$ cat config.mk
export PLATFORM = sky130hd
export DESIGN_NAME = drain_collector
export DESIGN_NICKNAME = d
export VERILOG_FILES = /design/src/rtl/common_pkg.sv /design/src/rtl/drain_collector_fifo.sv /design/src/rtl/drain_collector.sv
export SDC_FILE = /design/constraint.sdc
export NUM_CORES = 1
export LEC_CHECK = 0
export BUFFER_PORTS_ARGS = -buffer_cell sky130_fd_sc_hd__buf_2
export CORE_ASPECT_RATIO = 0.5
export CORE_UTILIZATION = 50
export CTS_CLUSTER_DIAMETER = 120
export DETAILED_ROUTE_END_ITERATION = 12
export PLACE_DENSITY = 0.74
export SYNTH_ARGS = -nofsm -noshare
export SYNTH_HDL_FRONTEND = slang
export SYNTH_SLANG_ARGS = --single-unit
$ cat constraint.sdc
create_clock -name clk_i -period 3.2 [get_ports clk_i]
set_input_delay 0.32 -clock clk_i [delete_from_list [all_inputs] [get_ports clk_i]]
set_output_delay 0.32 -clock clk_i [all_outputs]
set_load 0.005 [all_outputs]
$ cat src/rtl/common_pkg.sv
// Shared types for the systolic-array datapath: PE data words, drain channel
// records and the tagged results that leave the drain collector.
package common_pkg;

  localparam int DATA_WIDTH    = 32;
  localparam int ARRAY_DIM     = 4;
  localparam int COL_IDX_WIDTH = $clog2(ARRAY_DIM);

  typedef logic [DATA_WIDTH-1:0] data_t;

  typedef struct packed {
    data_t data;
    logic  enable;
  } drain_data_t;

  typedef struct packed {
    data_t                    data;
    logic [COL_IDX_WIDTH-1:0] col;
  } drain_result_t;

endpackage

$ cat src/rtl/drain_collector_fifo.sv
// Synchronous FIFO of tagged drain results with a combinational head.
// Pointers wrap naturally because DEPTH is a power of two.
module result_fifo
  import common_pkg::*;
#(
  parameter int DEPTH = 8
) (
  input  logic                       clk_i,
  input  logic                       rst_i,
  input  logic                       push_i,
  input  drain_result_t              push_data_i,
  input  logic                       pop_i,
  output drain_result_t              head_o,
  output logic                       full_o,
  output logic [$clog2(DEPTH):0]     count_o
);

  localparam int PTR_W = $clog2(DEPTH);
  localparam int CNT_W = PTR_W + 1;

  drain_result_t      mem_q [DEPTH];
  drain_result_t      mem_d [DEPTH];
  logic [PTR_W-1:0]   wr_ptr_q, wr_ptr_d;
  logic [PTR_W-1:0]   rd_ptr_q, rd_ptr_d;
  logic [CNT_W-1:0]   count_q, count_d;
  logic               do_push;
  logic               do_pop;

  assign full_o  = (count_q == CNT_W'(DEPTH));
  assign count_o = count_q;
  assign head_o  = mem_q[rd_ptr_q];

  // A push into a full FIFO is only legal when a pop frees the head slot.
  assign do_pop  = pop_i && (count_q != '0);
  assign do_push = push_i && (!full_o || do_pop);

  always_comb begin
    mem_d    = mem_q;
    wr_ptr_d = wr_ptr_q;
    rd_ptr_d = rd_ptr_q;
    if (do_push) begin
      mem_d[wr_ptr_q] = push_data_i;
      wr_ptr_d        = wr_ptr_q + 1'b1;
    end
    if (do_pop) begin
      rd_ptr_d = rd_ptr_q + 1'b1;
    end
    count_d = count_q + CNT_W'(do_push) - CNT_W'(do_pop);
  end

  always_ff @(posedge clk_i) begin
    if (rst_i) begin
      mem_q    <= '{default: '0};
      wr_ptr_q <= '0;
      rd_ptr_q <= '0;
      count_q  <= '0;
    end else begin
      mem_q    <= mem_d;
      wr_ptr_q <= wr_ptr_d;
      rd_ptr_q <= rd_ptr_d;
      count_q  <= count_d;
    end
  end

endmodule

$ cat src/rtl/drain_collector.sv
// Collects one-cycle drain pulses from a PE row, arbitrates lowest column first
// and streams {data, col, last} results out through a small FIFO.
module drain_collector
  import common_pkg::*;
#(
  parameter int NUM_PE     = ARRAY_DIM,
  parameter int FIFO_DEPTH = 8
) (
  input  logic                     clk_i,
  input  logic                     rst_i,
  input  drain_data_t [NUM_PE-1:0] drain_i,
  output logic                     res_valid_o,
  input  logic                     res_ready_i,
  output data_t                    res_data_o,
  output logic [COL_IDX_WIDTH-1:0] res_col_o,
  output logic                     res_last_o,
  output logic                     overflow_o
);

  logic [NUM_PE-1:0]              slot_valid_q, slot_valid_d;
  data_t                          slot_data_q [NUM_PE];
  data_t                          slot_data_d [NUM_PE];
  logic                           overflow_q, overflow_d;

  logic                           cand_valid;
  logic [COL_IDX_WIDTH-1:0]       cand_idx;
  logic [NUM_PE-1:0]              pushed_vec;
  logic                           push;
  logic                           pop;
  logic                           fifo_full;
  logic [$clog2(FIFO_DEPTH):0]    fifo_count;
  drain_result_t                  push_data;
  drain_result_t                  head;

  assign res_valid_o = (fifo_count != '0);
  assign pop         = res_valid_o && res_ready_i;
  assign push        = cand_valid && (!fifo_full || pop);
  assign push_data   = '{data: slot_data_q[cand_idx], col: cand_idx};

  // Scanning from the top down leaves the lowest valid column as the winner.
  always_comb begin
    cand_valid = 1'b0;
    cand_idx   = '0;
    for (int c = NUM_PE - 1; c >= 0; c--) begin
      if (slot_valid_q[c]) begin
        cand_valid = 1'b1;
        cand_idx   = COL_IDX_WIDTH'(c);
      end
    end
  end

  always_comb begin
    pushed_vec = '0;
    if (push) begin
      pushed_vec[cand_idx] = 1'b1;
    end
  end

  // A slot leaving this cycle may be refilled; a busy slot drops the new pulse.
  always_comb begin
    slot_valid_d = slot_valid_q;
    slot_data_d  = slot_data_q;
    overflow_d   = overflow_q;
    for (int c = 0; c < NUM_PE; c++) begin
      if (drain_i[c].enable) begin
        if (!slot_valid_q[c] || pushed_vec[c]) begin
          slot_valid_d[c] = 1'b1;
          slot_data_d[c]  = drain_i[c].data;
        end else begin
          overflow_d = 1'b1;
        end
      end else if (pushed_vec[c]) begin
        slot_valid_d[c] = 1'b0;
      end
    end
  end

  always_ff @(posedge clk_i) begin
    if (rst_i) begin
      slot_valid_q <= '0;
      slot_data_q  <= '{default: '0};
      overflow_q   <= 1'b0;
    end else begin
      slot_valid_q <= slot_valid_d;
      slot_data_q  <= slot_data_d;
      overflow_q   <= overflow_d;
    end
  end

  result_fifo #(
    .DEPTH (FIFO_DEPTH)
  ) u_fifo (
    .clk_i       (clk_i),
    .rst_i       (rst_i),
    .push_i      (push),
    .push_data_i (push_data),
    .pop_i       (pop),
    .head_o      (head),
    .full_o      (fifo_full),
    .count_o     (fifo_count)
  );

  assign res_data_o = head.data;
  assign res_col_o  = head.col;
  assign res_last_o = (head.col == COL_IDX_WIDTH'(NUM_PE - 1));
  assign overflow_o = overflow_q;

endmodule

# Yosys cells after proc, flatten, opt, wreduce, memory -nomap -nowiden

Index checks and enable logic that the tools add are counted.

Multiplexer cells: 40
Bitwise gates (word level): 3
$add $sub $neg: 4
Magnitude comparators: 6
Equal/unequal tests: 6
Reduce and logical (&&, ||, !) cells: 30

Operators by type and width:

| cell                                                                         | number |
|---|---|
| 272-bit bitwise mux                                                          | 1 |
| 34-bit binary-select mux with 3-bit select                                   | 1 |
| 34-bit demux with 3-bit select                                               | 1 |
| 34-bit 2-to-1 mux                                                            | 3 |
| 32-bit binary-select mux with 2-bit select                                   | 1 |
| 32-bit 2-to-1 mux                                                            | 2 |
| 1-bit 2-to-1 mux                                                             | 25 |
| 2-bit AND reduction                                                          | 8 |
| 4-bit greater-or-equal comparator, second input constant                     | 2 |
| 2-bit 2-to-1 mux                                                             | 4 |
| 2-bit by 1-bit != test with 1-bit output, second input constant              | 4 |
| 3-bit NOT with 4-bit output                                                  | 2 |
| 2-bit nonzero test                                                           | 4 |
| 3-bit by 1-bit adder with 3-bit output, second input constant                | 2 |
| 1-bit logical AND                                                            | 6 |
| 1-bit logical OR                                                             | 6 |
| 1-bit zero test                                                              | 5 |
| 4-bit by 1-bit adder with 4-bit output                                       | 1 |
| 4-bit == test, second input constant                                         | 1 |
| 4-bit by 1-bit less-than comparator with 1-bit output, second input constant | 1 |
| 4-bit 2-to-1 mux                                                             | 1 |
| 4-bit nonzero test                                                           | 1 |
| 4-bit by 1-bit subtractor with 4-bit output                                  | 1 |
| 3-bit greater-or-equal comparator, second input constant                     | 1 |
| other kinds (5)                                                              | 5 |

Input bits: 135
Bits in registers: 415

# Longest topological paths before layout

Depth after elaboration: 18
Mapped depth: 12
Gate-level depth less buffers: 12

# By module

A second synthesis with hierarchy kept.

Cells, all modules: 1806
Area total of the unflattened synthesis: 19195.9 sq um

Modules (own cells, without submodules):

| module          | cells each | instances | area each (sq um) | sequential area each (sq um) |
|---|---|---|---|---|
| result_fifo     | 1155       | 1         | 13414.1           | 5645.4 |
| drain_collector | 651        | 1         | 5781.8            | 2662.6 |

# Least setup slack after synthesis

Ideal clock, no wire load.

Kind: register to register
Start: reg u_fifo.count_q[2] (netlist: u_fifo.count_o[2])
End: reg u_fifo.count_q[2] (netlist: u_fifo.count_o[2])
Library setup time: 0.128 ns
Setup slack: 0.823 ns
Clock period less this slack: 2.377 ns
Required time: 3.072 ns
Stages on the path, launching flop included: 12
Arrival time: 2.249 ns
Cells stage by stage: dfxtp_1 inv_1 ha_1 or3b_2 nand2_1 inv_1 ha_1 inv_1 ha_1 fa_1 xnor2_1 nor2_1

Word-level cells in the longest chain between the ends: 7

Ends and longest elaborated chain:

| element                                         | RTL line                   | RTL |
|---|---|---|
| start: declaration                              | drain_collector_fifo.sv:25 | `logic [CNT_W-1:0] count_q, count_d;` |
| start signal: assignment                        | drain_collector_fifo.sv:61 | `count_q <= count_d;` |
| 4-bit nonzero test (*)                          | drain_collector.sv:35      | `assign res_valid_o = (fifo_count != '0);` |
| named net res_valid_o                           | drain_collector.sv:12      | `output logic res_valid_o,` |
| 1-bit logical AND                               | drain_collector.sv:36      | `assign pop = res_valid_o && res_ready_i;` |
| 1-bit logical AND (*)                           | drain_collector_fifo.sv:34 | `assign do_pop = pop_i && (count_q != '0);` |
| named net u_fifo.do_pop                         | drain_collector_fifo.sv:27 | `logic do_pop;` |
| 1-bit logical OR                                | drain_collector_fifo.sv:35 | `assign do_push = push_i && (!full_o \|\| do_pop);` |
| 1-bit logical AND                               | drain_collector_fifo.sv:35 |  |
| 4-bit by 1-bit adder with 4-bit output          | drain_collector_fifo.sv:48 | `count_d = count_q + CNT_W'(do_push) - CNT_W'(do_pop);` |
| 4-bit by 1-bit subtractor with 4-bit output (*) | drain_collector_fifo.sv:48 |  |

The timed path passes the listed nets; every way through them passes the cells marked *.
A chain may end at the register's enable or synchronous reset.

# Worst setup path in the final report

Start: reg u_fifo.rd_ptr_q[0]
End: out res_data_o[18]

Word-level cells in the longest chain between the ends: 4

Ends and longest elaborated chain:

| element                                               | RTL line                   | RTL |
|---|---|---|
| start: declaration                                    | drain_collector_fifo.sv:24 | `logic [PTR_W-1:0] rd_ptr_q, rd_ptr_d;` |
| start signal: assignment                              | drain_collector_fifo.sv:60 | `rd_ptr_q <= rd_ptr_d;` |
| 3-bit NOT with 4-bit output (not written as such)     | drain_collector_fifo.sv:31 | `assign head_o = mem_q[rd_ptr_q];` |
| 34-bit binary-select mux with 3-bit select            | drain_collector_fifo.sv:31 |  |
| 34-bit 2-to-1 mux (not written as such) (2 in series) | drain_collector_fifo.sv:31 |  |
| end: declaration                                      | drain_collector.sv:14      | `output data_t res_data_o,` |

Every way passes these cells. The select of a mux whose other input is x is not followed.

==> flow_summary.rst <==
.. list-table::
   :header-rows: 1

   * - Metric
     - Value
   * - Result of the run
     - finished clean
   * - Worst Max-Slew Pin Slew
     - 1.21 ns
   * - Origin of the worst setup path
     - u_fifo.rd_ptr_q[0]
   * - Via total after detailed routing
     - 14,182
   * - CTS Hold Buffers Added
     - 0
   * - Area delta synth->final
     - 13.4%
   * - TritonCTS clock tree
     - done
   * - Final critical-path setup slack
     - 0.308 ns
   * - Die area
     - 36,400 sq um
   * - Async SR Flop Fraction
     - 0%
   * - Worst VDD drop
     - 0.428 mV
   * - Syn Area/Cell
     - 9.47 sq um
   * - Area fraction of the dominant cell type after synthesis
     - 46.7%
   * - Final routed DRC violation total
     - 0
   * - Wire length after detailed routing
     - 46,100 microns
   * - Launching point of the worst reg2reg path
     - u_fifo.count_o[2]
   * - Number of I/O pins
     - 172
   * - Pin count of the biggest net entering global routing
     - 99
   * - Areal power density over the cells
     - 716 nW/um^2
   * - Vias in the first global route
     - 13,318
   * - WP data required
     - 2.88 ns
   * - Startpoint type of the worst setup path
     - flip-flop
   * - Max Used Layer
     - met5
   * - Chip height
     - 135 microns
   * - Number of nets with antenna violations after detailed routing
     - 0
   * - Largest area contributor in the netlist
     - dfxtp_1
   * - Reported max-cap violation count
     - 0
   * - Final std cells w/o fill
     - 2,468
   * - Number of antenna violations at the first check in global routing
     - 1
   * - Cell types with the largest area share after synthesis
     - dfxtp_1 47%, a21oi_1 11%, mux4_2 8.6%
   * - WL met2
     - 20,900 microns
   * - Relative max-transition margin
     - 19.1%
   * - Cell row count
     - 48
   * - Filler cell count in the final layout
     - 3,013
   * - Syn Nets
     - 2,022
   * - Kind of end point of the critical path
     - output pin
   * - Number of buffers created by CTS
     - 37
   * - Number of I/O port buffers
     - 171
   * - Net total in the final layout
     - 2,112
   * - Starting density of the core
     - 51.2%
   * - Crit path arrival time
     - 2.57 ns
   * - Sum of overflow across all layers after global routing
     - 0
   * - Core area
     - 34,700 sq um
   * - Number of warnings issued by yosys
     - 0
   * - Detailed Routing Iterations Pass 1
     - 5
   * - GR Util All Layers
     - 25.1%
   * - Global placer's final weighted congestion
     - 0.823
   * - Max frequency
     - 346 MHz
   * - Critical Path Slowest Stage Cell
     - dfxtp_4
   * - CTS resizes
     - 0
   * - Overall power consumption
     - 0.0144 W
   * - Clock network latency to the later pin of the worst-skew pair
     - 0.54 ns
   * - Post-Place Cells
     - 2,404
   * - Setup total negative slack
     - 0 ns
   * - Standby leakage power
     - 7.65 nW
   * - Commonest register cell after synthesis
     - dfxtp_1
   * - Number of sinks driven by the clock tree
     - 415
   * - Largest delay share family, worst path
     - multiplexers
   * - Vias/cell
     - 5.75
   * - Minimum period implied by the final worst setup slack
     - 2.89 ns
   * - Startpoint of the tightest hold check path
     - drain_i[91]
   * - Met3 wirelength from detailed routing
     - 2890 microns
   * - Portion of the clock cycle consumed by the worst path in the final layout
     - 90.4%
   * - Initial DRC count
     - 1,233
   * - Type of the setup path with the least slack
     - flip-flop to output pin
   * - Worst slack after detailed placement
     - 0.688 ns
   * - WP buf/inv
     - 2
   * - Gate Count Post-Synth
     - 1,878
   * - Share of the core filled with cells
     - 58.1%
   * - Total inserted antenna cells
     - 0
   * - Average wire length per cell after detail routing
     - 18.7 microns
   * - WL met1
     - 21,500 microns
   * - Maximum cell stage delay along the critical path
     - 0.69 ns
   * - Post-CTS repair timing setup buffer count
     - 0
   * - Number of hold violations in the final report
     - 0
   * - Number of max-slew violations in the final report
     - 0
   * - Register bit total from synthesis
     - 415
   * - Register-to-register setup slack
     - 0.67 ns
   * - Setup repair after global routing missed its margin
     - no
   * - Sequential-to-total area share from yosys stat
     - 46.7%
   * - Setup clock skew after layout
     - 0.0146 ns
   * - Wire length of the first global-routing pass
     - 72,400 microns
   * - Fraction of final layout cells with drive strength greater than 1
     - 22.8%
   * - Post-synth EDFFs
     - 0
   * - Max clock buf depth
     - 3
   * - Post-synth design cell area
     - 17,800 sq um
   * - Clk Tree Root Cell
     - clkbuf_16
   * - Die Wd
     - 269 microns
   * - Final HPWL DP
     - 29,100 microns
   * - Worst min-delay path category
     - input port to flip-flop
   * - Post-synth cell types
     - 48
   * - Worst Path Max Fanout
     - 24
   * - Cells traversed along the worst timing path
     - buf_4 -> mux4_2 -> mux2_2 -> buf_2
   * - Maximum level of the CTS H-tree
     - 2
   * - Number of setup violations in the final report
     - 0
   * - Clock slew seen by the registers of the worst setup and hold paths
     - 0.07 ns
## cell usage after synthesis, drive strengths merged (19+ instances only)
library cell and count:
dfxtp 415, a21oi 393, nand2 282, o21ai 260, buf 102, clkbuf 78
mux4 68, mux2i 48, nand3b 35, mux2 34, nor2 28, a211oi 24
or3b 19
## power by group
part	switching, W	internal, W
Sequential	0.000480	0.00584
Combinational	0.00202	0.00168
Clock	0.00194	0.00248
Total	0.00444	0.0100
## worst register-to-register path: stages, from the launching register on
cell and delay [ns]:
dfxtp_1 0.31, inv_1 0.09, ha_1 0.19, or3b_2 0.50, nand2_1 0.13, inv_1 0.05, ha_1 0.26, inv_1 0.04
ha_1 0.20, fa_1 0.41, xnor2_1 0.16, nor2_1 0.06
## layout by cell type, fill, tap and decap left out, drive strengths merged, types with 3 or more instances in the layout
cell	instances
dfxtp	415
o31ai	3
nand3	4
mux2i	48
nor2b	4
inv	15
or3b	19
a211oi	24
o21ai	260
bufinv	3
ha	8
mux2	34
clkinv	7
nor3	3
mux4	68
clkbuf	52
a221oi	18
a22o	14
nand2	282
nor2	28
xnor2	4
nand3b	35
o311ai	3
a21oi	393
buf	231
## worst paths after layout
| check | endpoint | depth (start not counted) |
|---|---|---|
| min | slot_data_q[56] | 3 |
| max reg2reg | u_fifo.count_o[2] | 11 |
| min reg2reg | slot_data_q[72] | 2 |
| max | res_data_o[18] | 4 |
## area by class of cell
type	count	area [sq um]	share of cell area (%)
clock inverters	12	143	0.707
flip-flops and latches	415	8320	41.2
well taps	475	594	2.95
multi-input cells	1270	8590	42.6
inverters	13	53.8	0.267
clock buffers	52	1020	5.07
repair buffers	231	1450	7.17
## state kept, by name, summed over array words and instances (netlist names)
name and cells:
u_fifo.mem_q 272, slot_valid_q 4, u_fifo.rd_ptr_q 3, slot_data_q 128, overflow_o 1, u_fifo.count_o 4, u_fifo.wr_ptr_q 3
## cells by family (layout without fill, tap and decap cells)
logic type	Yosys count	in the layout	share of synthesized area, %
xor+xnor	6	6	0.295
simple gates	382	382	9.72
fa+ha+maj	9	9	0.675
mux	150	150	13.5
buf+inv	193	308	5.45
compound gates	723	723	23.7
flops	415	415	46.7
## stage by stage
| step | hold WS [ns] | area [sq um] |
|---|---|---|
| floorplan | 0.436 | 17800 |
| global placement | 0.442 | 19000 |
| detailed placement | 0.447 | 19000 |
| CTS | 0.00407 | 20200 |
| global route | 0.0162 | 20200 |
| finish | 0.0221 | 20200 |
## metal layers
layer	vias up	track usage, %
met3	60	4.63
met4	2	5.56
met1	6814	36.5
li1	6887	-
met5	-	0
met2	419	38.7
(Power assumes the default switching activity.)
